### config.mk
export PLATFORM = sky130hd
export DESIGN_NAME = uart_tx_scheduler
export DESIGN_NICKNAME = d
export VERILOG_FILES = /design/src/rtl/uart_tx_scheduler.sv
export SDC_FILE = /design/constraint.sdc
export NUM_CORES = 1
export LEC_CHECK = 0
export BUFFER_PORTS_ARGS = -buffer_cell sky130_fd_sc_hd__buf_2
export CORE_UTILIZATION = 35
export DETAILED_ROUTE_END_ITERATION = 12
export PLACE_DENSITY_LB_ADDON = 0.05
export SYNTH_ARGS = -nofsm -noshare
export SYNTH_HDL_FRONTEND = slang
export SYNTH_SLANG_ARGS = --single-unit
export TNS_END_PERCENT = 100
### constraint.sdc
create_clock -name clk -period 4.2 [get_ports clk]
set_input_delay 0.84 -clock clk [delete_from_list [all_inputs] [get_ports clk]]
set_output_delay 0.84 -clock clk [all_outputs]
set_load 0.01 [all_outputs]
### src/rtl/uart_tx_scheduler.sv
// uart_tx_scheduler: round-robin arbiter and frame sequencer that shares one byte-wide UART
// serializer between NUM_REQ requesters. One frame in flight at a time:
// LOAD (start pulse + ack) -> WAIT_BUSY -> WAIT_DONE -> GAP -> IDLE.
// Optional handshake watchdog: define UART_TX_WDOG_EN to enable it. Without it, the wait
// states block indefinitely and o_timeout_err stays 0.
module uart_tx_scheduler #(
  parameter int unsigned NUM_REQ     = 2,
  parameter int unsigned GAP_CYCLES  = 16,
  parameter int unsigned WDOG_CYCLES = 131071
) (
  input  logic                 clk,
  input  logic                 reset_n,
  input  logic [NUM_REQ-1:0]   i_req,
  input  logic [8*NUM_REQ-1:0] i_data,
  output logic [NUM_REQ-1:0]   o_ack,
  output logic [NUM_REQ-1:0]   o_grant,
  output logic                 o_tx_start,
  output logic [7:0]           o_tx_data,
  input  logic                 i_tx_busy,
  input  logic                 i_tx_done,
  output logic                 o_busy,
  output logic                 o_timeout_err
);

  localparam int unsigned IDX_W  = (NUM_REQ > 1) ? $clog2(NUM_REQ) : 1;
  localparam int unsigned GAP_W  = (GAP_CYCLES > 1) ? $clog2(GAP_CYCLES) : 1;
  localparam int unsigned WDOG_W = 17;

  localparam logic [IDX_W-1:0] PTR_RST  = IDX_W'(NUM_REQ - 1);
  localparam logic [GAP_W-1:0] GAP_LAST = GAP_W'(GAP_CYCLES - 1);

  typedef enum logic [2:0] {
    ST_IDLE,
    ST_LOAD,
    ST_WAIT_BUSY,
    ST_WAIT_DONE,
    ST_GAP
  } state_t;

  // Where a completed frame goes: the gap state only exists when a gap is configured.
  localparam state_t AFTER_FRAME = (GAP_CYCLES == 0) ? ST_IDLE : ST_GAP;

  state_t             state_q, state_d;
  logic [IDX_W-1:0]   ptr_q, ptr_d;
  logic [IDX_W-1:0]   sel_q, sel_d;
  logic [7:0]         byte_q, byte_d;
  logic [GAP_W-1:0]   gap_q, gap_d;

  logic [NUM_REQ-1:0] ack_d;
  logic [NUM_REQ-1:0] grant_d;
  logic               start_d;
  logic [7:0]         data_d;
  logic               busy_d;
  logic               timeout_d;

  logic               rr_found;
  logic [IDX_W-1:0]   rr_idx;
  logic [7:0]         rr_byte;
  int unsigned        cand;
  logic               wdog_hit;

  function automatic logic [NUM_REQ-1:0] onehot(input logic [IDX_W-1:0] idx);
    onehot = NUM_REQ'(1) << idx;
  endfunction

  // Round-robin search: first asserted request after the last served index, wrapping.
  always_comb begin
    rr_found = 1'b0;
    rr_idx   = '0;
    cand     = 0;
    for (int unsigned i = 1; i <= NUM_REQ; i++) begin
      cand = (32'(ptr_q) + i) % NUM_REQ;
      if (!rr_found && i_req[IDX_W'(cand)]) begin
        rr_found = 1'b1;
        rr_idx   = IDX_W'(cand);
      end
    end
  end

  // Byte slice of the requester chosen by the round-robin search.
  always_comb begin
    rr_byte = 8'h00;
    for (int unsigned k = 0; k < NUM_REQ; k++) begin
      if (rr_idx == IDX_W'(k)) rr_byte = i_data[8*k +: 8];
    end
  end

`ifdef UART_TX_WDOG_EN
  localparam logic [WDOG_W-1:0] WDOG_LAST = WDOG_W'(WDOG_CYCLES - 1);

  logic [WDOG_W-1:0] wdog_q;

  // Per-phase watchdog count: restarts on every state change, advances while waiting on the serializer.
  always_ff @(posedge clk or negedge reset_n) begin
    if (!reset_n) begin
      wdog_q <= '0;
    end else if (state_d != state_q) begin
      wdog_q <= '0;
    end else if (state_q == ST_WAIT_BUSY || state_q == ST_WAIT_DONE) begin
      wdog_q <= wdog_q + WDOG_W'(1);
    end
  end

  assign wdog_hit = (wdog_q == WDOG_LAST);
`else
  // Watchdog compiled out; its limit is a don't-care here.
  assign wdog_hit = 1'b0 & (WDOG_CYCLES != 0);
`endif

  // Next-state and next-output logic for the frame sequencer.
  always_comb begin
    state_d   = state_q;
    ptr_d     = ptr_q;
    sel_d     = sel_q;
    byte_d    = byte_q;
    gap_d     = gap_q;
    ack_d     = '0;
    start_d   = 1'b0;
    grant_d   = o_grant;
    data_d    = o_tx_data;
    timeout_d = o_timeout_err;

    case (state_q)
      ST_IDLE: begin
        if (rr_found) begin
          sel_d   = rr_idx;
          byte_d  = rr_byte;
          state_d = ST_LOAD;
        end
      end

      ST_LOAD: begin
        start_d = 1'b1;
        ack_d   = onehot(sel_q);
        grant_d = onehot(sel_q);
        data_d  = byte_q;
        ptr_d   = sel_q;
        state_d = ST_WAIT_BUSY;
      end

      ST_WAIT_BUSY: begin
        if (i_tx_done) begin
          // Serializer finished before busy was ever seen.
          grant_d = '0;
          gap_d   = '0;
          state_d = AFTER_FRAME;
        end else if (i_tx_busy) begin
          state_d = ST_WAIT_DONE;
        end else if (wdog_hit) begin
          timeout_d = 1'b1;
          grant_d   = '0;
          state_d   = ST_IDLE;
        end
      end

      ST_WAIT_DONE: begin
        if (i_tx_done) begin
          grant_d = '0;
          gap_d   = '0;
          state_d = AFTER_FRAME;
        end else if (wdog_hit) begin
          timeout_d = 1'b1;
          grant_d   = '0;
          state_d   = ST_IDLE;
        end
      end

      ST_GAP: begin
        if (gap_q == GAP_LAST) begin
          state_d = ST_IDLE;
        end else begin
          gap_d = gap_q + GAP_W'(1);
        end
      end

      default: begin
        state_d = ST_IDLE;
      end
    endcase

    busy_d = (state_d != ST_IDLE);
  end

  // State, arbitration bookkeeping and registered outputs.
  always_ff @(posedge clk or negedge reset_n) begin
    if (!reset_n) begin
      state_q       <= ST_IDLE;
      ptr_q         <= PTR_RST;
      sel_q         <= '0;
      byte_q        <= 8'h00;
      gap_q         <= '0;
      o_ack         <= '0;
      o_grant       <= '0;
      o_tx_start    <= 1'b0;
      o_tx_data     <= 8'h00;
      o_busy        <= 1'b0;
      o_timeout_err <= 1'b0;
    end else begin
      state_q       <= state_d;
      ptr_q         <= ptr_d;
      sel_q         <= sel_d;
      byte_q        <= byte_d;
      gap_q         <= gap_d;
      o_ack         <= ack_d;
      o_grant       <= grant_d;
      o_tx_start    <= start_d;
      o_tx_data     <= data_d;
      o_busy        <= busy_d;
      o_timeout_err <= timeout_d;
    end
  end

endmodule
# == Word-level counts from Yosys, hierarchy flattened ==
# Cells that the tools add are included.
# word_totals
ff_bits,31
in_bits,22
output_inout_bits,15
elab_cells,55
# op_classes
n_addsub,3
magnitude_cmp,2
n_eq_ne,7
shift,1
muxes,22
n_reduce_logical,10
# op_table
operator,count
$mux 3,5
$pmux 3 s5,1
$mux 1,9
$mux 4,2
$mux 8,1
$pmux 4 s2,1
$eq 3x2->1 const B,2
$add 4x1->4 const B,1
$eq 4x4->1 const B,1
$lt 1x2->1 const B,2
$mux 2,2
$pmux 2 s2,1
$reduce_and 2->1,2
$reduce_bool 2->1,2
$eq 3x1->1 const B,1
$eq 3x3->1 const B,1
$logic_not 3->1,1
$reduce_and 3->1,1
$reduce_bool 3->1,1
$add 1x1->1 const B,2
$ne 2x1->1 const B,1
$ne 2x2->1 const B,1
$reduce_or 2->1,1
$shl 1x1->2 const A,1
2 further kinds,2

# == Logic depth before layout (Yosys ltp) ==
# Gate-level depths: netlist of run 1.
# depth
ltp_word,10
ltp_mapped,4
ltp_nobuf,4

# == Worst setup path after synthesis of run 1 ==
# OpenSTA, ideal clock, no wires.
# synth_timing
path_type,input port to flip-flop
from,in i_req[0]
to,reg byte_q[0]
arrival_time_ps,1402
path_slack_ps,2676
cell_stages,3
n_path_buf,0
path_cell_list,nor4b_4 nand3b_1 o221a_2
# synth_via
elab_chain_cells,7
# synth_lines
element,line_no,source
start: declaration,13,"input logic [NUM_REQ-1:0] i_req,"
$mux 1 (implied by the code) (2 in series),73,if (!rr_found && i_req[IDX_W'(cand)]) begin
$mux 1,73,
$logic_not 1->1,73,
$logic_and 1x1->1,73,
$mux 1,73,
$mux 8 / $reduce_and 2->1 (equally long branches),-,
end signal: assignment,202,byte_q <= byte_d;
end: declaration,46,"logic [7:0] byte_q, byte_d;"
# Parallel ways exist; a longest one is shown, timed or not. The select of a mux whose other input is x is not followed.
# A chain may end at the register's enable or synchronous reset.

# == Worst setup path in the final report of run 1 ==
# layout_timing
from,reg state_q[0]
to,reg o_tx_data[1]
# layout_via
elab_chain_cells,1
# layout_lines
element,line_no,source
start: declaration,43,"state_t state_q, state_d;"
start signal: assignment,199,state_q <= state_d;
$eq 3x1->1,123,case (state_q)
end signal: assignment,207,o_tx_data <= data_d;
end: declaration,18,"output logic [7:0] o_tx_data,"
# Every way passes these cells.

==> flow_summary_export.csv, run 1 <==
group,metric,value,unit
synth,synth_top_family_by_area,"simple AND/OR/NAND/NOR gates",
global_routing,grt_pass1_wl,4.49,mm
synth,ys_types,34,
timing,setup_viol,0,
clock_network,cts_hold_buf,0,
synth,synth_area_per_cell,12.8,um^2
drt,routed_wl,2.67,mm
drt,first_pass_iters,4,
drt,drc_errors,0,
synth,synthMuxAreaShare,9.44,%
clock_network,cts-root-buf,"clkbuf_8",
synth,synth_top_area_share,54.0,%
critical_path,critPathArrivalTime,2.07,ns
critical_path,path_max_fanout,12,
hold_path,min_path_cells,1,
clock_network,insertion_delay,0.28,ns
synth,synth-compound-area-share,13.2,%
clock_network,clock-sinks,31,
placement,gp_congestion,0.688,
synth,synth_area_leaders,"dfrtp_1, o221a_2, mux2_2, nand3b_1, mux2i_1",
clock_network,clockBufferDepth,2,
synth,async_flop_share,100,%
placement,port_buffers,35,
power_and_ir_drop,vdd_drop_max,0.000238,V
critical_path,r2r_cells,2,
synth,ys_ff_latch,31,
drt,routed_via_density,5.06,
drt,drt_iter0_markers,51,
timing,finalMaxSlewViolations,0,
critical_path,cp-end-kind,"flip-flop",
final_layout,final_layout_size_suffix_gt1_share,42.5,%
drt,ant_nets,0,
critical_path,crit_type,"reg2reg",
timing,slew_headroom,40.9,%
hold_path,hold_path.class,"reg2reg",
final_layout,nets,168,
placement,dp_hpwl,1.78,mm
hold_path,hold_path_end,"o_tx_data[6]",
critical_path,r2r-start,"state_q[0]",
critical_path,cp.required,4.36,ns
timing,worst_pin_slew,0.883,ns
clock_network,cts_buffers,5,
drt,via_count,981,
run,cap_viol_max_count,0,
clock_network,cts_tree,"yes",
floorplanning,dieArea,4230,um^2
critical_path,timing.rr.end,"o_tx_data[1]",
synth,syn_nets,132,
synth,synthSimpleGateAreaFrac,16.1,%
synth,ys.flop_type,"dfrtp_1",
synth,synth_xor_area_share,0,%
floorplanning,dieHeight,65.1,um
critical_path,setup.worst_path.start_class,"flip-flop",
clock_network,ctsResizeCount,0,
timing,finalWorstSetupSlack,2.30,ns
placement,pre_cts_slack,2.29,ns
global_routing,antenna_found_initial,0,
global_routing,grt_max_degree,32,
floorplanning,core_area,3740,um^2
floorplanning,initial_core_util,37.2,%
timing,post-route-period-util,45.3,%
timing,setup_tns,0,ns
floorplanning,row_count,22,
timing,layout_min_cycle_time,1.90,ns
timing,finalHoldViolCount,0,
power_and_ir_drop,power.density,730,nW/um^2
synth,synth_edf_count,0,
critical_path,slowest_delay,0.80,ns
synth,yosysMostFrequentCell,"dfrtp_1",
final_layout,fill_cells,382,
synth,yosys.area.top_type,"dfrtp_1",
timing,fmax,526,MHz
global_routing,overflow,0,
run_status,status,"completed",
synth,syn_inst,109,
hold_path,worstHoldStart,"o_tx_data[6]",
critical_path,rrSetupSlack,2.30,ns
final_layout,diodes,0,
timing,whs,0.485,ns
critical_path,crit_chain,"nor3b_2 > mux2_2",
synth,ys_top_cells_by_count,"dfrtp_1, nand3b_1, o221a_2",
critical_path,critical-path-slowest-cell,"nor3b_2",
clock_network,htreeDepth,2,
synth,yosysSeqAreaShare,55.8,%
global_routing,grt_pass1_vias,946,
timing,finalClockSkew,0.00729,ns
floorplanning,ioPinCount,37,
final_layout,area_growth,21.2,%
drt,routedWlPerCell,13.8,um
clock_network,postCtsSetupBuffers,0,
synth,synth_warnings,0,
synth,synth_fa_ha_area_share,0.899,%
clock_network,clk_pin_slew,0.07,ns
global_routing,grt_usage,14.7,%
synth,synth.cell_area,1390,um^2
timing,rsz0062_at_grt,"no",
power_and_ir_drop,p_leak,0.773,nW
floorplanning,die_w,65.1,um
## per-layer routing
layer	track usage [%]	vias up	part of all wire [%]
met5	0	-	0
met4	8.15	0	1.4
met3	4.40	6	5.5
li1	-	472	-
met2	21.2	32	44
met1	19.6	471	49
## how the worst max path moves through the flow
stage | start | to | slack (ns)
2_1_floorplan | i_req[0] | byte_q[0] | 2.68
3_3_place_gp | i_req[0] | byte_q[6] | 2.35
3_5_place_dp | state_q[0] | o_tx_data[1] | 2.29
4_1_cts | state_q[0] | o_tx_data[1] | 2.27
5_1_grt | state_q[0] | o_tx_data[0] | 2.16
6_report | state_q[0] | o_tx_data[1] | 2.30
## cells in the final DEF (no fill, tap or decap), drive strengths merged, types with 3 or more instances in the layout
| master | instances |
|---|---|
| buf | 35 |
| clkbuf | 8 |
| dfrtp | 30 |
| inv | 5 |
| mux2 | 9 |
| mux2i | 3 |
| nand2 | 5 |
| nand3b | 10 |
| o21ai | 5 |
| o221a | 8 |
## layout make-up
cell class	instances	area [um^2]	share of cell area [%]
repair buffers	35	175	10.4
well taps	48	60.1	3.56
flip-flops and latches	31	777	46.1
multi-input cells	67	556	32.9
clock buffers	8	100	5.93
inverters	5	18.8	1.11
## cell families after synthesis
group                    after synthesis
AO/OA/AOI/OAI                         23
buffers and inverters                 11
flip-flops                            31
adder cells (fa/ha/maj)                1
AND/OR/NAND/NOR                       30
multiplexers                          12
other                                  1
## flip-flops by register name, summed over array words and instances (netlist names)
register and cells:
byte_q 8, gap_q 4, o_ack 2, o_busy 1, o_grant 2, o_tx_data 8
o_tx_start 1, ptr_q 1, sel_q 1, state_q 3
## report_power, final
part           internal [W]  total, W  switching, W  leakage, nW
clock              0.000149  0.000255      0.000106       0.0515
combinational      0.000232  0.000433      0.000202        0.354
sequential         0.000436  0.000543      0.000108        0.367
total              0.000817   0.00123      0.000415        0.773
## metrics by stage
step | area, um^2 | power [W] | cells | utilization [%]
after global routing | 1690 | 0.00132 | 194 | 45.1
after floorplan | 1390 | 0.000861 | 109 | -
after CTS | 1690 | 0.00125 | 194 | 45.1
after detailed placement | 1590 | 0.000987 | 186 | 42.4
final | 1690 | 0.00123 | 194 | 45.1
after global placement | 1590 | 0.000980 | 186 | 42.4
## worst max-delay path, delay by kind of cell (launching register included)
kind / cells / cell delay [ns]
DFF: 1 / 0.57
and+or+nand+nor: 1 / 0.80
muxes: 1 / 0.41
(Power assumes the default switching activity.)
==> run 2, diff against run 1 <==
==> constraint.sdc (replaced) <==
create_clock -name clk -period 1.8 [get_ports clk]
set_input_delay 0.36 -clock clk [delete_from_list [all_inputs] [get_ports clk]]
set_output_delay 0.36 -clock clk [all_outputs]
set_load 0.01 [all_outputs]
==> run 2 against run 1 <==
  * Global-route usage decreased by 0.16 points
  * Sequential share of layout area rose by 0.31 points
  * Combinational power grew 130%
  * Highest routed layer unchanged
  * Non-clock buffer count is 1 higher
  * Register-to-register slack lost 2.1 ns
  * Cell count increased by 0.52%
==> flow_summary_export.csv, run 2 (synthesized netlist as in run 1, its figures left out) <==
group,metric,value,unit
hold_path,hold_path.class,"in2async",
timing,rsz0062_at_grt,"no",
clock_network,cts-root-buf,"clkbuf_8",
clock_network,clock-sinks,31,
power_and_ir_drop,p_comb_share,36.2,%
drt,ant_nets,0,
drt,drc_errors,0,
final_layout,diodes,0,
critical_path,rrSetupSlack,0.20,ns
critical_path,timing.rr.end,"byte_q[5]",
clock_network,cts_tree,"yes",
power_and_ir_drop,clock_power_share,18.4,%
timing,finalMaxSlewViolations,0,
floorplanning,ioPinCount,37,
timing,whs,0.126,ns
timing,finalHoldViolCount,0,
drt,routedWlPerCell,13.7,um
placement,dp_hpwl,1.84,mm
critical_path,critPathArrivalTime,1.77,ns
final_layout,design_area,1680,um^2
power_and_ir_drop,seq_power_share,45.4,%
timing,worst_pin_slew,0.699,ns
critical_path,cp-end-kind,"flip-flop",
critical_path,path_max_fanout,12,
final_layout,nets,169,
drt,via_count,985,
placement,dp_cells,187,
critical_path,setup.worst_path.start_class,"flip-flop",
floorplanning,die_w,65.1,um
power_and_ir_drop,vdd_drop_max,0.000613,V
floorplanning,core_area,3740,um^2
timing,setup_tns,0,ns
power_and_ir_drop,power.density,1670,nW/um^2
critical_path,r2r_cells,3,
floorplanning,row_count,22,
power_and_ir_drop,switchingPower,0.000954,W
placement,placed_cell_area,1590,um^2
drt,drt_iter0_markers,39,
global_routing,grt_pass1_wl,4.54,mm
global_routing,grt_max_degree,32,
critical_path,cp.required,1.96,ns
drt,routed_wl,2.67,mm
placement,port_buffers,35,
run,cap_viol_max_count,0,
floorplanning,dieArea,4230,um^2
clock_network,postCtsSetupBuffers,0,
power_and_ir_drop,cellInternalPower,0.00184,W
drt,routed_via_density,5.05,
final_layout,top_regs,"byte_q (8), o_tx_data (8), gap_q (4)",
timing,finalClockSkew,0.00432,ns
global_routing,grt_usage,14.6,%
timing,setup_viol,0,
clock_network,clockBufferDepth,2,
timing,fmax,624,MHz
critical_path,r2r-start,"state_q[1]",
clock_network,htreeDepth,2,
floorplanning,initial_core_util,37.2,%
final_layout,final_layout_size_suffix_gt1_share,42.2,%
final_layout,final_common_cell,"buf_2",
critical_path,crit_type,"reg2reg",
final_layout,final_cells,195,
run_status,status,"completed",
placement,gp_congestion,0.665,
clock_network,clk_pin_slew,0.06,ns
global_routing,grt_pass1_vias,946,
final_layout,area_growth,20.4,%
global_routing,antenna_found_initial,0,
clock_network,insertion_delay,0.28,ns
timing,layout_min_cycle_time,1.60,ns
timing,post-route-period-util,89.0,%
power_and_ir_drop,power_switching_share,34.2,%
drt,first_pass_iters,4,
power_and_ir_drop,p_leak,0.769,nW
final_layout,final_cell_mix,"buf_2, dfrtp_1, nand3b_1",
clock_network,ctsResizeCount,0,
global_routing,overflow,0,
clock_network,cts_hold_buf,0,
clock_network,cts_buffers,5,
timing,slew_headroom,53.4,%
floorplanning,dieHeight,65.1,um
-- run 2: cell count changes in the layout (fill, tap and decap cells not counted) --
cell,before,now
clkinv_2,0,1
buf_4,0,1
clkbuf_8,7,5
clkbuf_1,1,2
-- run 2: routing by layer --
metal  wire length, um  up-vias  track usage, %
li1                  -      472               -
met1              1350      473            20.0
met2              1160       34            20.3
met3               126        6            4.75
met4                40        0            7.34
met5                 0        -               0
-- run 2: worst max path at each step --
| stage | startpoint | end | slack [ns] | cells after the start |
|---|---|---|---|---|
| after detailed placement | state_q[0] | byte_q[4] | 0.21 | 3 |
| final | state_q[1] | byte_q[5] | 0.20 | 3 |
| after CTS | state_q[0] | byte_q[5] | 0.20 | 3 |
| after floorplan | state_q[1] | byte_q[0] | 0.47 | 4 |
| after global placement | state_q[1] | byte_q[3] | 0.24 | 3 |
| after global routing | state_q[1] | byte_q[0] | 0.11 | 3 |
-- run 2: layout make-up --
class	count	area, um^2
Multi-Input combinational cell	67	556
Tap cell	48	60.1
Inverter	5	18.8
Sequential cell	31	777
Timing Repair Buffer	36	183
Fill cell	379	2070
Clock buffer	7	76.3
Clock inverter	1	5.00
-- run 2: power groups by stage --
stage          Combinational [W]  Clock [W]  Sequential [W]
3_3_place_gp             0.00102          0         0.00127
2_1_floorplan           0.000771          0         0.00124
3_5_place_dp             0.00103          0         0.00128
5_1_grt                  0.00113   0.000582         0.00132
4_1_cts                  0.00103   0.000529         0.00127
6_report                 0.00101   0.000514         0.00127
-- run 2: stage by stage --
stage / utilization, % / total power (W) / setup slack (ns)
after floorplan: - / 0.00201 / 0.468
after global placement: 42.6 / 0.00229 / 0.241
after detailed placement: 42.6 / 0.00231 / 0.208
after CTS: 44.8 / 0.00283 / 0.202
after global routing: 44.8 / 0.00303 / 0.105
final: 44.8 / 0.00279 / 0.197
-- run 2: worst max-delay path: stages, from the launching register on --
cell	delay [ns]
dfrtp_1	0.54
nor3_2	0.27
nand3_1	0.32
o221a_2	0.35
